File: src/rtl/sys_timectl.sv
// System timing controller: CPU clock divider with clock-enable, power-on reset
// sequencer and a small memory-mapped real-time clock with interrupt.
module sys_timectl #(
  parameter int OSC_CLOCK = 12000000,
  parameter int CPU_CLOCK = 3000000,
  parameter int RTC_CLOCK = 50,
  parameter int RES_DELAY = 4
) (
  input  logic       clk_in,
  input  logic       b_reset,
  output logic       sys_clk,
  output logic       cpu_ce,
  output logic       sys_res,
  input  logic       cs,
  input  logic       rw,
  input  logic [1:0] addr,
  input  logic [7:0] di,
  output logic [7:0] rdata,  // read data bus; "do" is a SystemVerilog keyword
  output logic       irq
);
  localparam int CLK_DIV = OSC_CLOCK / CPU_CLOCK / 2;
  localparam int RTC_DIV = OSC_CLOCK / RTC_CLOCK;
  localparam int DIV_W   = (CLK_DIV > 1) ? $clog2(CLK_DIV) : 1;
  localparam int PRE_W   = $clog2(RTC_DIV);
  localparam int SUB_W   = (RTC_CLOCK > 1) ? $clog2(RTC_CLOCK) : 1;
  localparam int RES_W   = $clog2(RES_DELAY + 1);

  localparam logic [DIV_W-1:0] DIV_LAST = DIV_W'(CLK_DIV - 1);
  localparam logic [PRE_W-1:0] PRE_LAST = PRE_W'(RTC_DIV - 1);
  localparam logic [SUB_W-1:0] SUB_LAST = SUB_W'(RTC_CLOCK - 1);
  localparam logic [RES_W-1:0] RES_LAST = RES_W'(RES_DELAY - 1);

  logic [DIV_W-1:0] div_cnt;
  logic [RES_W-1:0] res_cnt;
  logic [PRE_W-1:0] pre_cnt;
  logic [SUB_W-1:0] sub_cnt;
  logic             ie;
  logic             run;
  logic             tf;
  logic [7:0]       ticks;
  logic [7:0]       secs;
  logic             ce_next;
  logic             wr;
  logic             tick;
  logic             sub_wrap;

  // cpu_ce is registered alongside the rising sys_clk so both change on the same edge
  assign ce_next  = (div_cnt == DIV_LAST) && !sys_clk;
  assign wr       = cpu_ce && cs && !rw && !sys_res;
  assign tick     = run && (pre_cnt == PRE_LAST);
  assign sub_wrap = (sub_cnt == SUB_LAST);

  always_ff @(posedge clk_in or negedge b_reset) begin
    if (!b_reset) begin
      div_cnt <= '0;
      sys_clk <= 1'b0;
      cpu_ce  <= 1'b0;
    end else begin
      if (div_cnt == DIV_LAST) begin
        div_cnt <= '0;
        sys_clk <= ~sys_clk;
      end else begin
        div_cnt <= div_cnt + 1'b1;
      end
      cpu_ce <= ce_next;
    end
  end

  // sys_res drops on the edge that raises the final counted cpu_ce
  always_ff @(posedge clk_in or negedge b_reset) begin
    if (!b_reset) begin
      res_cnt <= '0;
      sys_res <= 1'b1;
    end else if (sys_res && ce_next) begin
      if (res_cnt == RES_LAST) begin
        sys_res <= 1'b0;
      end else begin
        res_cnt <= res_cnt + 1'b1;
      end
    end
  end

  always_ff @(posedge clk_in or negedge b_reset) begin
    if (!b_reset) begin
      ie      <= 1'b0;
      run     <= 1'b0;
      tf      <= 1'b0;
      ticks   <= 8'h00;
      secs    <= 8'h00;
      pre_cnt <= '0;
      sub_cnt <= '0;
      irq     <= 1'b0;
    end else begin
      irq <= tf && ie;
      if (wr && addr == 2'd0) begin
        ie  <= di[0];
        run <= di[1];
      end
      // a tick always wins over a CPU clear, a CPU load always wins over a tick
      if (tick) begin
        tf <= 1'b1;
      end else if (wr && addr == 2'd1 && di[0]) begin
        tf <= 1'b0;
      end
      if (wr && addr == 2'd2) begin
        ticks <= di;
      end else if (tick) begin
        ticks <= ticks + 8'd1;
      end
      if (wr && addr == 2'd3) begin
        secs <= di;
      end else if (tick && sub_wrap) begin
        secs <= secs + 8'd1;
      end
      if (!run) begin
        pre_cnt <= '0;
        sub_cnt <= '0;
      end else begin
        pre_cnt <= tick ? '0 : pre_cnt + 1'b1;
        if (tick) begin
          sub_cnt <= sub_wrap ? '0 : sub_cnt + 1'b1;
        end
      end
    end
  end

  always_comb begin
    rdata = 8'hFF;
    if (cs && rw) begin
      case (addr)
        2'd0:    rdata = {6'b0, run, ie};
        2'd1:    rdata = {7'b0, tf};
        2'd2:    rdata = ticks;
        default: rdata = secs;
      endcase
    end
  end

endmodule

File: config.mk
export PLATFORM = sky130hd
export DESIGN_NAME = sys_timectl
export DESIGN_NICKNAME = d
export VERILOG_FILES = /design/src/rtl/sys_timectl.sv
export SDC_FILE = /design/constraint.sdc
export NUM_CORES = 1
export LEC_CHECK = 0
export BUFFER_PORTS_ARGS = -buffer_cell sky130_fd_sc_hd__buf_2
export CAP_MARGIN = 20
export CORE_MARGIN = 5
export CORE_UTILIZATION = 45
export DETAILED_ROUTE_END_ITERATION = 12
export GPL_TIMING_DRIVEN = 0
export PLACE_DENSITY_LB_ADDON = 0.25
export SETUP_SLACK_MARGIN = 0.02
export SLEW_MARGIN = 40
export SYNTH_ARGS = -nofsm -noshare
export SYNTH_HDL_FRONTEND = slang
export SYNTH_SLANG_ARGS = --single-unit
File: constraint.sdc
create_clock -name clk_in -period 3 [get_ports clk_in]
set_input_delay 0 -clock clk_in [delete_from_list [all_inputs] [get_ports clk_in]]
set_output_delay 0 -clock clk_in [all_outputs]
set_load 0.005 [all_outputs]
======== Word-level counts from Yosys, hierarchy flattened ========
Index checks and enable logic that the tools add are counted.
storage, ports and cells
  bits in registers ....................... 51
  bits in latches ......................... 0
  memory bits (writable) .................. 0
  memory bits (read-only) ................. 0
  input bits .............................. 14
  output and inout port bits .............. 12
  memories kept ........................... 0
operators by class
  add/sub/neg operators ................... 6
  multipliers ............................. 0
  div/mod/pow operators ................... 0
  $lt $le $gt $ge ......................... 0
  equality and inequality tests ........... 7
  shift-type cells ........................ 0
  mux-type cells .......................... 14
  bitwise gates (word level) .............. 2
  reduce and logical (&&, ||, !) cells .... 23
operator list
  operator               number
  $mux 8                 5
  $mux 18                2
  $pmux 8 s3             1
  $add 18x1->18 const B  1
  $eq 18x18->1 const B   1
  $mux 6                 3
  $add 8x1->8 const B    2
  $logic_and 1x1->1      14
  $add 6x1->6 const B    1
  $eq 6x6->1 const B     1
  $reduce_bool 2->1      3
  $eq 2x2->1 const B     2
  $reduce_and 2->1       2
  $add 3x1->3 const B    1
  $eq 3x2->1 const B     1
  $logic_not 1->1        3
  $mux 1                 3
  $eq 2x1->1 const B     1
  $logic_not 2->1        1
  $ne 2x1->1 const B     1
  $not 1->1              2
  $add 1x1->1 const B    1

======== Depth between registers and ports, before layout ========
  depth after elaboration ................. 7
  depth in mapped cells ................... 7

======== Worst setup path before layout ========
Ideal clock, no wire load.
  path type ............................... reg2reg
  start point ............................. register pre_cnt[0]
  end point ............................... register pre_cnt[10]
  library setup time ...................... 0.121 ns
  arrival time ............................ 1.585 ns
  slack ................................... 1.293 ns
  stages on the path, launching flop included .. 8
  buffers on the path ..................... 2
  cell sequence ........................... dfrtp_1 ha_1 and3_1 buf_4 nand3_4 o21ai_1 buf_2 nor2_1
between the ends
  longest elaborated chain between the ends .. 4
  elaborated cells between the ends (all ways) .. 5
ends and longest elaborated chain
  what                                                   line  RTL
  from (decl)                                            35    logic [PRE_W-1:0] pre_cnt;
  from (signal assigned)                                 119   pre_cnt <= tick ? '0 : pre_cnt + 1'b1;
  branches (longest 2 deep; another with $add 18x1->18)  --
  $mux 18 (*)                                            119
  $mux 18 (*)                                            115   if (!run) begin
Mark *: on every way between the ends.
A chain may end at the register's enable or synchronous reset.

======== Worst setup path after layout ========
Same ends and word-level chain as after synthesis.

==> results.md <==
* Status: complete, no violations
* Clk buf depth at 2
* DR pass1 iterations at 4
* Max VDD drop at 278 µV
* Path depth of the worst reg2reg path at 7
* Initial Utilization at 0.456
* H-tree depth at 2
* Reg2reg start: pre_cnt[0]
* Final HPWL DP at ~4200 µm
* Initial DRC count at approximately 110
* Worst-Margin Slew at roughly 650 ps
* Total wire length at 5740 µm
* Sequential power share at 0.508
* GR Layer Usage met3 at 0.0338
* Initial antenna violation count at 0
* Main synth FF type: dfrtp_1
* Net switching power at around 0.38 mW
* Setup tns final at 0 ps
* Gr usage total at 0.159
* Core box area at roughly 6200 µm²
* Die Area at between 8000 and 9000 µm²
* GPL Wtd Cong at approximately 0.8
* Post-synth EDFFs at 0
* DR vias at roughly 2.1k
* P&R area growth vs syn at 15.8%
* Fin. Hold Viols at 0
* Synth unique cells at ~50
* Wire length of the first global-routing pass at ~10000 µm
* Sequential area share after synthesis at 0.448
* Final setup viols at 0
* Die extent in x at roughly 90 µm
* Worst hold endpoint: run
* Post-synthesis cell area at roughly 2800 µm²
* Hold Crit Class: input pin to flop
* Clock transition at the registers of the reported paths at ~90 ps
* RSZ-0062 raised after global routing: no
* R2R Setup Slk at 880 ps
* Register bit count reported by yosys at 51
* Arr. time, crit path at between 2000 and 2500 ps
* Gate power share at 0.124
* Required time of the worst setup path at 3190 ps
* Syn Area/Cell at about 10 µm²
* WHS Path Cells at 3
* Max_slew headroom at 0.568
* Pwr Density at about 470 nW/µm²
* Wire per inst at roughly 14 µm
* Fin Clk Skew at approximately 3.4 ps
* Largest net degree at the start of global routing at 52
* Port Buf Inserts at 25
* Hold Path Origin: addr[1]
* Syn. warnings at 0
* GRT busiest layer: met2
* Critical path type: flop to flop
* Hold Worst Slack at 123 ps
* CP endpoint kind: flop
* Crit-path max FO at 10
* Async SR Flop Fraction at 1.00
* Final design utilization at 0.529
* Post-layout net count at about 340
* Clock group share of total power at 0.368
* PostCTS Resize Cnt at 0
* Detail Route Antenna Nets at 0
* GR Util met2 at 0.253
* Root Driver: clkbuf_8
* Sw frac at 0.246
* Fin. max-slew vios at 0
* Leak at roughly 1.3 nW
* Num rows at 29
* Total gr overflow at 0
* DRC viols at 0
* Worst setup SP type: flop
* Diode count at 0
* Reg2reg end: pre_cnt[10]
* Syn Inst Count at 280
* Vias in the first global route at 2094
* Clock Latency Late Sink at 300 ps
* Max cap viols at 0
* Layout cells sized above 1 at 0.196
* Achievable Freq at around 0.47 GHz
* Synthesized Nets at ~300
* Vias per cell at 5.34
* Int Pwr at roughly 1.2 mW
* Die H at about 90 µm
* # IOs at 26
* CTS tree: done
* Grt met1 use at 0.223
* Clock sink total at 51
* Num CTS Buffers at 5
* Final period util at 0.708
* Final min period at 2120 ps
-- routing by layer --
metal / vias to the layer above / part of all wire / wire, µm
met2: 35 / 0.46 / 2630
met1: 1029 / 0.50 / 2870
li1: 1061 / - / -
met4: 0 / 0.0052 / 30
met5: - / 0 / 0
met3: 4 / 0.036 / 206
-- what timing repair did --
item	in CTS	in global routing
buffers inserted	0	0
hold endpoints to repair	68	0
hold buffers	9	0
-- critical path, cell delays in order, from the launching register on --
cell and delay, ps:
dfrtp_1 420, ha_1 220, and3_1 160, buf_4 160, nand3_4 160, o21ai_1 490, buf_2 310, nor2_1 80
-- worst max-delay path by stage --
stage / endpoint / from / slack, ps
final: pre_cnt[10] / pre_cnt[0] / 880
after global routing: pre_cnt[11] / pre_cnt[0] / 670
after global placement: pre_cnt[9] / pre_cnt[0] / 890
after floorplan: pre_cnt[10] / pre_cnt[0] / 1290
after CTS: pre_cnt[10] / pre_cnt[0] / 810
after detailed placement: pre_cnt[10] / pre_cnt[0] / 850
-- cell usage in the layout, fill, tap and decap left out, drive strengths merged, types with 9 or more instances in the layout --
cell type     n
nor4          9
dlygate4sd3   9
mux2          9
buf          29
dfrtp        50
nand2        26
nor2         32
a21oi         9
xor2         10
xnor2        24
o21ai        13
and2         10
clkbuf        9
nand3        18
-- final cells by class --
class,instances,area [µm²]
Fill cell,581,2940
Multi-Input combinational cell,215,1510
Sequential cell,51,1280
Timing Repair Buffer,34,218
Tap cell,77,96.3
Clock buffer,5,68.8
Clock inverter,3,67.6
Buffer,8,36.3
Inverter,6,22.5
-- registers in the layout, summed over array words and instances, names as in the netlist --
register / cells
res_cnt: 3
irq: 1
pre_cnt: 18
sys_res: 1
ie: 1
sys_clk: 1
secs: 8
ticks: 8
run: 1
cpu_ce: 1
div_cnt: 1
sub_cnt: 6
tf: 1
-- synth_stat cells, types with 2 or more instances --
cell type | instances | area share
a21o_1 | 6 | 0.016
a21oi_1 | 9 | 0.016
and2_1 | 10 | 0.022
and3_1 | 3 | 0.0066
and4_1 | 3 | 0.0092
buf_2 | 2 | 0.0035
clkbuf_1 | 4 | 0.0053
dfrtp_1 | 50 | 0.44
ha_1 | 7 | 0.031
inv_1 | 6 | 0.0079
mux2_2 | 9 | 0.036
mux2i_1 | 4 | 0.014
nand2_1 | 26 | 0.034
nand3_1 | 16 | 0.028
nand3b_1 | 2 | 0.0053
nand4_1 | 3 | 0.0066
nor2_1 | 32 | 0.042
nor3_1 | 6 | 0.011
nor4_2 | 7 | 0.031
nor4b_2 | 2 | 0.011
o21ai_0 | 4 | 0.0070
o21ai_1 | 9 | 0.016
o2bb2ai_1 | 2 | 0.0061
xnor2_1 | 24 | 0.074
xor2_1 | 10 | 0.031
-- kinds of logic after synthesis --
group	count (synthesis)	share of synthesized area
AOI/OAI and AO/OA	35	0.0733
xor gates and xnor gates	34	0.105
adders and majority gates	7	0.0307
buffers and inverters	14	0.0206
DFF	51	0.448
muxes	14	0.0575
and+or+nand+nor	125	0.265
-- power by group through the flow --
stage / sequential (mW) / clock (mW) / combinational, mW
after floorplan: 0.778 / 0 / 0.126
after global placement: 0.794 / 0 / 0.180
after detailed placement: 0.794 / 0 / 0.183
after CTS: 0.781 / 0.585 / 0.194
after global routing: 0.789 / 0.616 / 0.218
final: 0.780 / 0.566 / 0.190
-- metrics by stage --
step                      total power [mW]  std cells  cell area [µm²]  setup WS (ps)
after floorplan                      0.904        280             2850           1290
after global placement               0.974        382             3070            889
after detailed placement             0.978        382             3070            849
after CTS                             1.56        399             3300            811
after global routing                  1.62        399             3300            672
final                                 1.54        399             3300            877
Power figures use the tool's default switching activity.
